<file path="src/rtl/reset_sequencer_pkg.sv">
// Shared types and helpers for the multi-channel reset sequencer.
// The optional abort counter is enabled by defining RESET_SEQUENCER_ABORT_CNT_EN.
package reset_sequencer_pkg;

  // Sequencer FSM states.
  typedef enum logic [1:0] {
    HOLD       = 2'd0,
    WAIT_READY = 2'd1,
    RELEASE    = 2'd2,
    DONE       = 2'd3
  } state_t;

  // Saturation value of the optional abort counter.
  localparam logic [7:0] ABORT_CNT_MAX = 8'hff;

  // Width of the shared hold/step counter: wide enough to hold max(hold, step).
  function automatic int cnt_width(input int hold, input int step);
    int m;
    m = (hold > step) ? hold : step;
    if (m < 1) begin
      return 1;
    end
    return $clog2(m + 1);
  endfunction

endpackage

</file>
<file path="src/rtl/bit_synchronizer.sv">
// Multi-flop synchronizer for a single asynchronous level.
// The chain clears to 0 on the asynchronous reset.
module bit_synchronizer #(
  parameter int STAGES = 2
) (
  input  logic clk,
  input  logic reset,
  input  logic d,
  output logic q
);

  logic [STAGES-1:0] chain;

  // Shift the sampled level through the chain; the last stage is the clean output.
  always_ff @(posedge clk or posedge reset) begin
    if (reset) begin
      chain <= '0;
    end else begin
      chain[0] <= d;
      for (int i = 1; i < STAGES; i++) begin
        chain[i] <= chain[i-1];
      end
    end
  end

  assign q = chain[STAGES-1];

endmodule

</file>
<file path="src/rtl/reset_sequencer.sv">
// Multi-channel reset sequencer.
// All channels assert together on system reset, are held for HOLD_CYCLES, wait
// for the synchronized ready qualifier, then release one by one in ascending
// order every STEP_CYCLES. Losing ready or a sw_reset pulse restarts the
// sequence from the all-asserted hold.
// Optional: define RESET_SEQUENCER_ABORT_CNT_EN to add the abort_cnt output,
// a saturating count of ready-loss aborts.
module reset_sequencer
  import reset_sequencer_pkg::*;
#(
  parameter int CHANNELS     = 4,
  parameter int EXTRA_STAGES = 1,
  parameter int HOLD_CYCLES  = 16,
  parameter int STEP_CYCLES  = 8
) (
  input  logic                clk,
  input  logic                reset,
  input  logic                ready_a,
  input  logic                sw_reset,
  output logic [CHANNELS-1:0] sreset,
`ifdef RESET_SEQUENCER_ABORT_CNT_EN
  output logic                done,
  output logic [7:0]          abort_cnt
`else
  output logic                done
`endif
);

  localparam int RST_STAGES = 1 + EXTRA_STAGES;
  localparam int RDY_STAGES = 2 + EXTRA_STAGES;
  localparam int CW         = cnt_width(HOLD_CYCLES, STEP_CYCLES);
  localparam int IW         = (CHANNELS < 2) ? 1 : $clog2(CHANNELS + 1);

  localparam logic [CW-1:0]       HOLD_LAST = CW'(HOLD_CYCLES - 1);
  localparam logic [CW-1:0]       STEP_LAST = CW'(STEP_CYCLES - 1);
  localparam logic [IW-1:0]       IDX_LAST  = IW'(CHANNELS - 1);
  localparam logic [CHANNELS-1:0] CH_ONE    = CHANNELS'(1);

  logic [RST_STAGES-1:0] rst_chain;
  logic                  rst_s;
  logic                  ready_s;
  logic                  abort;
  state_t                state;
  logic [CW-1:0]         cnt;
  logic [IW-1:0]         idx;

  // Reset release synchronizer: presets on reset, zeros shift in after release.
  always_ff @(posedge clk or posedge reset) begin
    if (reset) begin
      rst_chain <= '1;
    end else begin
      rst_chain[0] <= 1'b0;
      for (int i = 1; i < RST_STAGES; i++) begin
        rst_chain[i] <= rst_chain[i-1];
      end
    end
  end

  assign rst_s = rst_chain[RST_STAGES-1];

  bit_synchronizer #(
    .STAGES (RDY_STAGES)
  ) u_ready_sync (
    .clk   (clk),
    .reset (reset),
    .d     (ready_a),
    .q     (ready_s)
  );

  // Either request restarts a sequence in progress; both together are one abort.
  assign abort = sw_reset || !ready_s;

  // Sequencer FSM with registered channel resets, done flag and abort counter.
  always_ff @(posedge clk or posedge reset) begin
    if (reset) begin
      state  <= HOLD;
      cnt    <= '0;
      idx    <= '0;
      sreset <= '1;
      done   <= 1'b0;
`ifdef RESET_SEQUENCER_ABORT_CNT_EN
      abort_cnt <= '0;
`endif
    end else if (rst_s) begin
      // Reset release not yet synchronized: park in HOLD without counting.
      state  <= HOLD;
      cnt    <= '0;
      idx    <= '0;
      sreset <= '1;
      done   <= 1'b0;
    end else begin
      case (state)
        HOLD: begin
          sreset <= '1;
          done   <= 1'b0;
          if (sw_reset) begin
            cnt <= '0;
          end else if (cnt == HOLD_LAST) begin
            state <= WAIT_READY;
            cnt   <= '0;
          end else begin
            cnt <= cnt + CW'(1);
          end
        end

        WAIT_READY: begin
          sreset <= '1;
          done   <= 1'b0;
          if (sw_reset) begin
            state <= HOLD;
            cnt   <= '0;
          end else if (ready_s) begin
            state <= RELEASE;
            cnt   <= '0;
            idx   <= '0;
          end
        end

        RELEASE: begin
          if (abort) begin
            state  <= HOLD;
            cnt    <= '0;
            idx    <= '0;
            sreset <= '1;
            done   <= 1'b0;
`ifdef RESET_SEQUENCER_ABORT_CNT_EN
            if (!ready_s && abort_cnt != ABORT_CNT_MAX) begin
              abort_cnt <= abort_cnt + 8'd1;
            end
`endif
          end else if (cnt == STEP_LAST) begin
            // Release the current channel; earlier channels stay released.
            sreset <= sreset & ~(CH_ONE << idx);
            cnt    <= '0;
            idx    <= idx + IW'(1);
            if (idx == IDX_LAST) begin
              state <= DONE;
              done  <= 1'b1;
            end
          end else begin
            cnt <= cnt + CW'(1);
          end
        end

        DONE: begin
          if (abort) begin
            state  <= HOLD;
            cnt    <= '0;
            idx    <= '0;
            sreset <= '1;
            done   <= 1'b0;
`ifdef RESET_SEQUENCER_ABORT_CNT_EN
            if (!ready_s && abort_cnt != ABORT_CNT_MAX) begin
              abort_cnt <= abort_cnt + 8'd1;
            end
`endif
          end else begin
            sreset <= '0;
            done   <= 1'b1;
          end
        end

        default: begin
          state  <= HOLD;
          cnt    <= '0;
          idx    <= '0;
          sreset <= '1;
          done   <= 1'b0;
        end
      endcase
    end
  end

endmodule

</file>
<file path="config.mk">
export PLATFORM = sky130hd
export DESIGN_NAME = reset_sequencer
export DESIGN_NICKNAME = d
export VERILOG_FILES = /design/src/rtl/reset_sequencer_pkg.sv /design/src/rtl/bit_synchronizer.sv /design/src/rtl/reset_sequencer.sv
export SDC_FILE = /design/constraint.sdc
export NUM_CORES = 1
export LEC_CHECK = 0
export CAP_MARGIN = 30
export CORE_ASPECT_RATIO = 1.75
export CORE_MARGIN = 3
export CORE_UTILIZATION = 43
export CTS_BUF_LIST = sky130_fd_sc_hd__clkbuf_4 sky130_fd_sc_hd__clkbuf_8
export DETAILED_ROUTE_END_ITERATION = 10
export SLEW_MARGIN = 20
export SYNTH_ARGS = -nofsm -noshare
export SYNTH_HDL_FRONTEND = slang
export SYNTH_SLANG_ARGS = --single-unit
</file>
<file path="constraint.sdc">
create_clock -name clk -period 3.78 [get_ports clk]
set_input_delay 0.756 -clock clk [delete_from_list [all_inputs] [get_ports clk]]
set_output_delay 0.756 -clock clk [all_outputs]
set_load 0.005 [all_outputs]
</file>
* After elaboration in Yosys (flattened, before gate mapping)
Cells that the tools add are included.
Word-level totals: memories 0, word-level logic and storage cells 72, input bits 4, latch bits 0, bits in registers 20, RAM bits 0, output and inout port bits 5, bits in read-only memories 0
Operators by class: order comparisons 0, equal/unequal tests 14, bitwise operators 2, div/mod/pow operators 0, $add $sub $neg 2, multipliers 0, shift-type cells 1, mux-type cells 37, reduce and logical (&&, ||, !) cells 9
Operator list (number):
- $mux 5 | 8
- $pmux 5 s4 | 1
- $mux 2 | 9
- $mux 3 | 6
- $mux 4 | 4
- $ne 3x3->1 const B | 4
- $pmux 4 s3 | 1
- $pmux 3 s3 | 1
- $ne 4x4->1 const B | 2
- $pmux 2 s4 | 1
- $reduce_and 6->1 | 1
- $add 5x1->5 const B | 1
- $eq 5x3->1 const B | 1
- $eq 5x4->1 const B | 1
- $mux 1 | 5
- $reduce_and 5->1 | 1
- $and 4x4->4 | 1
- $eq 2x2->1 const B | 2
- $ne 4x3->1 const B | 1
- $not 4->4 | 1
- $reduce_and 2->1 | 2
- $reduce_bool 4->1 | 1
- $shl 1x3->4 const A | 1
- $add 3x1->3 const B | 1
- 8 further kinds | 8

* Longest topological paths before layout
word-level depth 7, mapped depth 7, gate-level depth less buffers 7

* Hierarchy
Synthesis repeated with hierarchy kept, for this count alone.
Unflattened totals: cell total of the unflattened synthesis 96, area, all modules 1046.0 um2
By module, submodules not included:
- reset_sequencer | cells an instance 92, times used 1, sequential area each 432.9 um2, area an instance 967.2 um2
- bit_synchronizer | cells an instance 4, times used 1, sequential area each 75.1 um2, area an instance 78.8 um2

* Worst setup path after synthesis
Ideal clock, no wire load.
kind reg2reg, from register cnt[0], to register state[0], stages on the path, launching flop included 8, setup time 0.126 ns, period minus slack after synthesis 1.863 ns, setup slack 1.917 ns, required time 3.654 ns, path buffers 0, data arrival time 1.737 ns, cells stage by stage dfrtp_1 ha_1 nand3_1 inv_1 ha_1 a2111oi_2 a211oi_2 a311o_1
On the way: cells in the longest elaborated chain, start to end 3, elaborated cells on any way between the ends 5, those cells by class 4 x eq/ne; 1 x reduce/logical
Ends and longest elaborated chain:
- from (decl) | line reset_sequencer.sv:44 | logic [CW-1:0] cnt;
- from (signal assigned) | line reset_sequencer.sv:102 | cnt <= cnt + CW'(1);
- from (signal assigned) | line reset_sequencer.sv:141 | cnt <= cnt + CW'(1);
- $eq 5x3->1 or $eq 5x4->1 (tied branches) | line reset_sequencer.sv:131, reset_sequencer.sv:98
- $ne 4x4->1 (no line) or $ne 3x3->1 (tied branches)
- $reduce_and 6->1 (no line) (*)
- to (signal assigned) | line reset_sequencer.sv:121 | state <= HOLD;
- to (signal assigned) | line reset_sequencer.sv:137 | state <= DONE;
- to (signal assigned) | line reset_sequencer.sv:147 | state <= HOLD;
- to (decl) | line reset_sequencer.sv:43 | state_t state;
Mark *: on every way between the ends. The rest lies on a longest branch, timed or not. A chain may end at the register's enable or synchronous reset.

* Worst setup path after layout
from input sw_reset, to register state[0]
On the way: cells in the longest elaborated chain, start to end 4, elaborated cells on any way between the ends 11, those cells by class 5 x eq/ne; 4 x mux; 2 x reduce/logical
Ends and longest elaborated chain:
- from (decl) | line reset_sequencer.sv:19 | input logic sw_reset,
- $logic_or 1x1->1 | line reset_sequencer.sv:71 | assign abort = sw_reset || !ready_s;
- $mux 2 | line reset_sequencer.sv:120 | if (abort) begin
- $pmux 2 s4 | line reset_sequencer.sv:92 | case (state)
- $mux 2 | line reset_sequencer.sv:84 | end else if (rst_s) begin
- to (signal assigned) | line reset_sequencer.sv:76 | state <= HOLD;
- to (signal assigned) | line reset_sequencer.sv:86 | state <= HOLD;
- to (signal assigned) | line reset_sequencer.sv:121
Parallel ways exist; a longest one is shown, timed or not.

==> results.md <==
* DRC at 0
* ANT nets after route at 0
* First-pass DRT Iterations at 4
* CP Data Required Time at 3.91 ns
* CP max stage delay at approximately 0.48 ns
* CTS max path bufs at 2
* Final Hold Vio Count at 0
* Hold-fix buffers, CTS at 0
* GP Congestion at 0.802
* Layout cells sized above 1 at between 15 and 20%
* Slew at the pin closest to its max-slew limit at about 0.77 ns
* Setup violators final at 0
* Tmin final at around 2.2 ns
* Crit path launch type: input pin
* Initial Util at about 46%
* CP cell instances: clkdlybuf4s50_1, nand4bb_1, nor2_1, a211oi_2, a311o_1
* Top post-synthesis cells by area: dfrtp_1 (33%), dfstp_2 (15%), ha_1 (9.4%), inv_1 (4.6%), a31o_2 (2.5%)
* Clock Latency Late Sink at 0.25 ns
* Synth Area in Simple Gates at between 10% and 20%
* I/O Pins at 9
* Synth Instances at 100
* Lkg Pwr at 0.510 nW
* Syn nets at 112
* Synth Area per Inst at 10.6 µm²
* Row count at 23
* Core Region at 2330 µm²
* CP top delay family: simple AND/OR/NAND/NOR gates
* Ant diodes at 0
* Synth Area in Compound Gates at 18.2%
* Clk root buf: clkbuf_8
* Clk_skew at 0.00564 ns
* Setup bufs post-CTS at 0
* Largest net degree at the start of global routing at 21
* GRT Util Overall at 14.6%
* Mux contribution to synthesized area at just under 3%
* Status: finished, final reports clean
* TritonCTS buffer count at 3
* Vias per std cell at roughly 5.5
* Primary FF master, synth: dfrtp_1
* Power Density at 387 nW/µm²
* HP Class: register to register
* Via count at 731
* Slew headroom at 48.9%
* Crit Path Max Fanout at 7
* H-tree levels at 1
* Buffers and inverters on the worst path at 1
* Post-CTS sizing at 0
* Final period util at 57.7%
* Fmax at 0.458 GHz
* Die area at approximately 3100 µm²
* Dpl hpwl at 1.48 mm
* Post-layout util at 51.3%
* Synthesized cell area at 1060 µm²
* Drt wl/cell at 14.5 µm
* Initial antenna violation count at 0
* Synth area leader: dfrtp_1
* Hold_ws at 0.356 ns
* Die height at 71.7 µm
* Seq/Total Area, Yosys at between 40% and 50%
* Crit path max-delay cell type: clkdlybuf4s50_1
* First-pass GRT wire length at around 3.4 mm
* GRT overflow at 0
* RSZ-0062 raised after global routing: no
* Synth Warn # at 0
* Xor and xnor area share after synthesis at 1.65%
* Final nets at 121
* Largest family of logic cells by synthesized area: compound AO/OA/AOI/OAI gates
* FFs w/ async S/R, synth at between 90% and 100%
* Routed WL at ~1.9 mm
* Sink Count at 20
* Clk slew on worst S/H paths at 0.08 ns
* Top cells by count, synth: dfrtp_1 (14), inv_1 (13), ha_1 (8), dfstp_2 (6), nand2_1 (6)
* Total Power at ~0.46 mW
* Vias in the first global route at between 700 and 800
* PortBufs at 8
* Setup TNS at 0 ns
* Count leader, synth: dfrtp_1
* CTS tree: built
* Flops & latches, synth at 20
* Synth Area in Adders at approximately a tenth
* Crit path arrival time at 2.32 ns
* Peak supply drop at 0.289 mV
* Critical path class: input pin to register
* Initial DRC count at 7
* Element type at the critical path end: register
* Share of the synthesized area in the top cell type at 33.0%
* Post-synth EDFFs at 0
* P&R area growth vs syn at 12.6%
* Fin. max-slew vios at 0
* Die X at 43.6 µm
* Synth unique cells at 36
* Number of max-cap violations at 0
[metrics by stage]
| stage | cells | setup slack, ns | instance area, µm² |
|---|---|---|---|
| final | 133 | 1.60 | 1190 |
| after global routing | 133 | 1.48 | 1190 |
| after CTS | 133 | 1.59 | 1190 |
| after detailed placement | 129 | 1.33 | 1150 |
| after global placement | 129 | 1.37 | 1150 |
| after floorplan | 100 | 1.92 | 1060 |
[per-layer routing]
metal / GRT usage (%) / routed length (µm) / share of wire [%] / vias to the layer above
met3: 3.02 / 32 / 1.7 / 2
met5: 0 / 0 / 0 / -
met2: 26.0 / 1090 / 56 / 7
met4: 7.05 / 26 / 1.3 / 0
met1: 15.6 / 781 / 40 / 357
li1: - / - / - / 365
[flip-flops by register name, summed over array words and instances, names as in the netlist]
| register | cells |
|---|---|
| state | 2 |
| cnt | 5 |
| u_ready_sync.chain | 3 |
| sreset | 4 |
| rst_chain | 2 |
| done | 1 |
| idx | 3 |
[power breakdown]
| group | leakage [nW] | internal [mW] | switching [mW] |
|---|---|---|---|
| clock | 0.0262 | 0.0821 | 0.0696 |
| combinational | 0.234 | 0.0279 | 0.0348 |
| sequential | 0.249 | 0.227 | 0.0220 |
[final timing paths]
path	from	endpoint	slack [ns]	cells after the start
worst max-delay path	sw_reset	state[0]	1.60	5
worst min-delay path	u_ready_sync.chain[0]	u_ready_sync.chain[1]	0.36	0
worst max register to register	cnt[0]	state[0]	1.73	7
worst min register to register	u_ready_sync.chain[0]	u_ready_sync.chain[1]	0.36	0
max in group asynchronous	reset	done	2.37	2
min in group asynchronous	reset	u_ready_sync.chain[2]	0.93	2
[layout by cell type, fill, tap and decap left out, types with 2 or more instances in the layout]
| cell | instances |
|---|---|
| a31o_2 | 3 |
| nand3_1 | 3 |
| inv_1 | 13 |
| ha_1 | 8 |
| clkbuf_8 | 3 |
| clkdlybuf4s50_1 | 8 |
| dfstp_2 | 6 |
| nand4bb_1 | 2 |
| nor2_1 | 5 |
| nor3_1 | 2 |
| xnor2_1 | 2 |
| mux2i_1 | 2 |
| a22o_1 | 2 |
| nand2_1 | 6 |
| dfrtp_1 | 14 |
| o21ai_0 | 5 |
| a21oi_1 | 4 |
[layout make-up]
class | instances | area (µm²)
Fill cell | 208 | 1140
Tap cell | 25 | 31.3
Sequential cell | 20 | 508
Clock buffer | 4 | 48.8
Multi-Input combinational cell | 62 | 474
Inverter | 14 | 52.6
Timing Repair Buffer | 8 | 80.1
[worst reg2reg max path, stage by stage, from the launching register on]
cell and delay (ns):
dfrtp_1 0.41, ha_1 0.28, nand3_1 0.13, inv_1 0.05, ha_1 0.23, a2111oi_2 0.40
a211oi_2 0.10, a311o_1 0.33
[cell families after synthesis]
| logic type | after synthesis |
|---|---|
| compound gates | 25 |
| simple gates | 23 |
| flops | 20 |
| buf+inv | 18 |
| fa+ha+maj | 8 |
| mux | 3 |
| xor+xnor | 2 |
| other cells | 1 |
No activity file was read; power rests on OpenSTA's default activity.
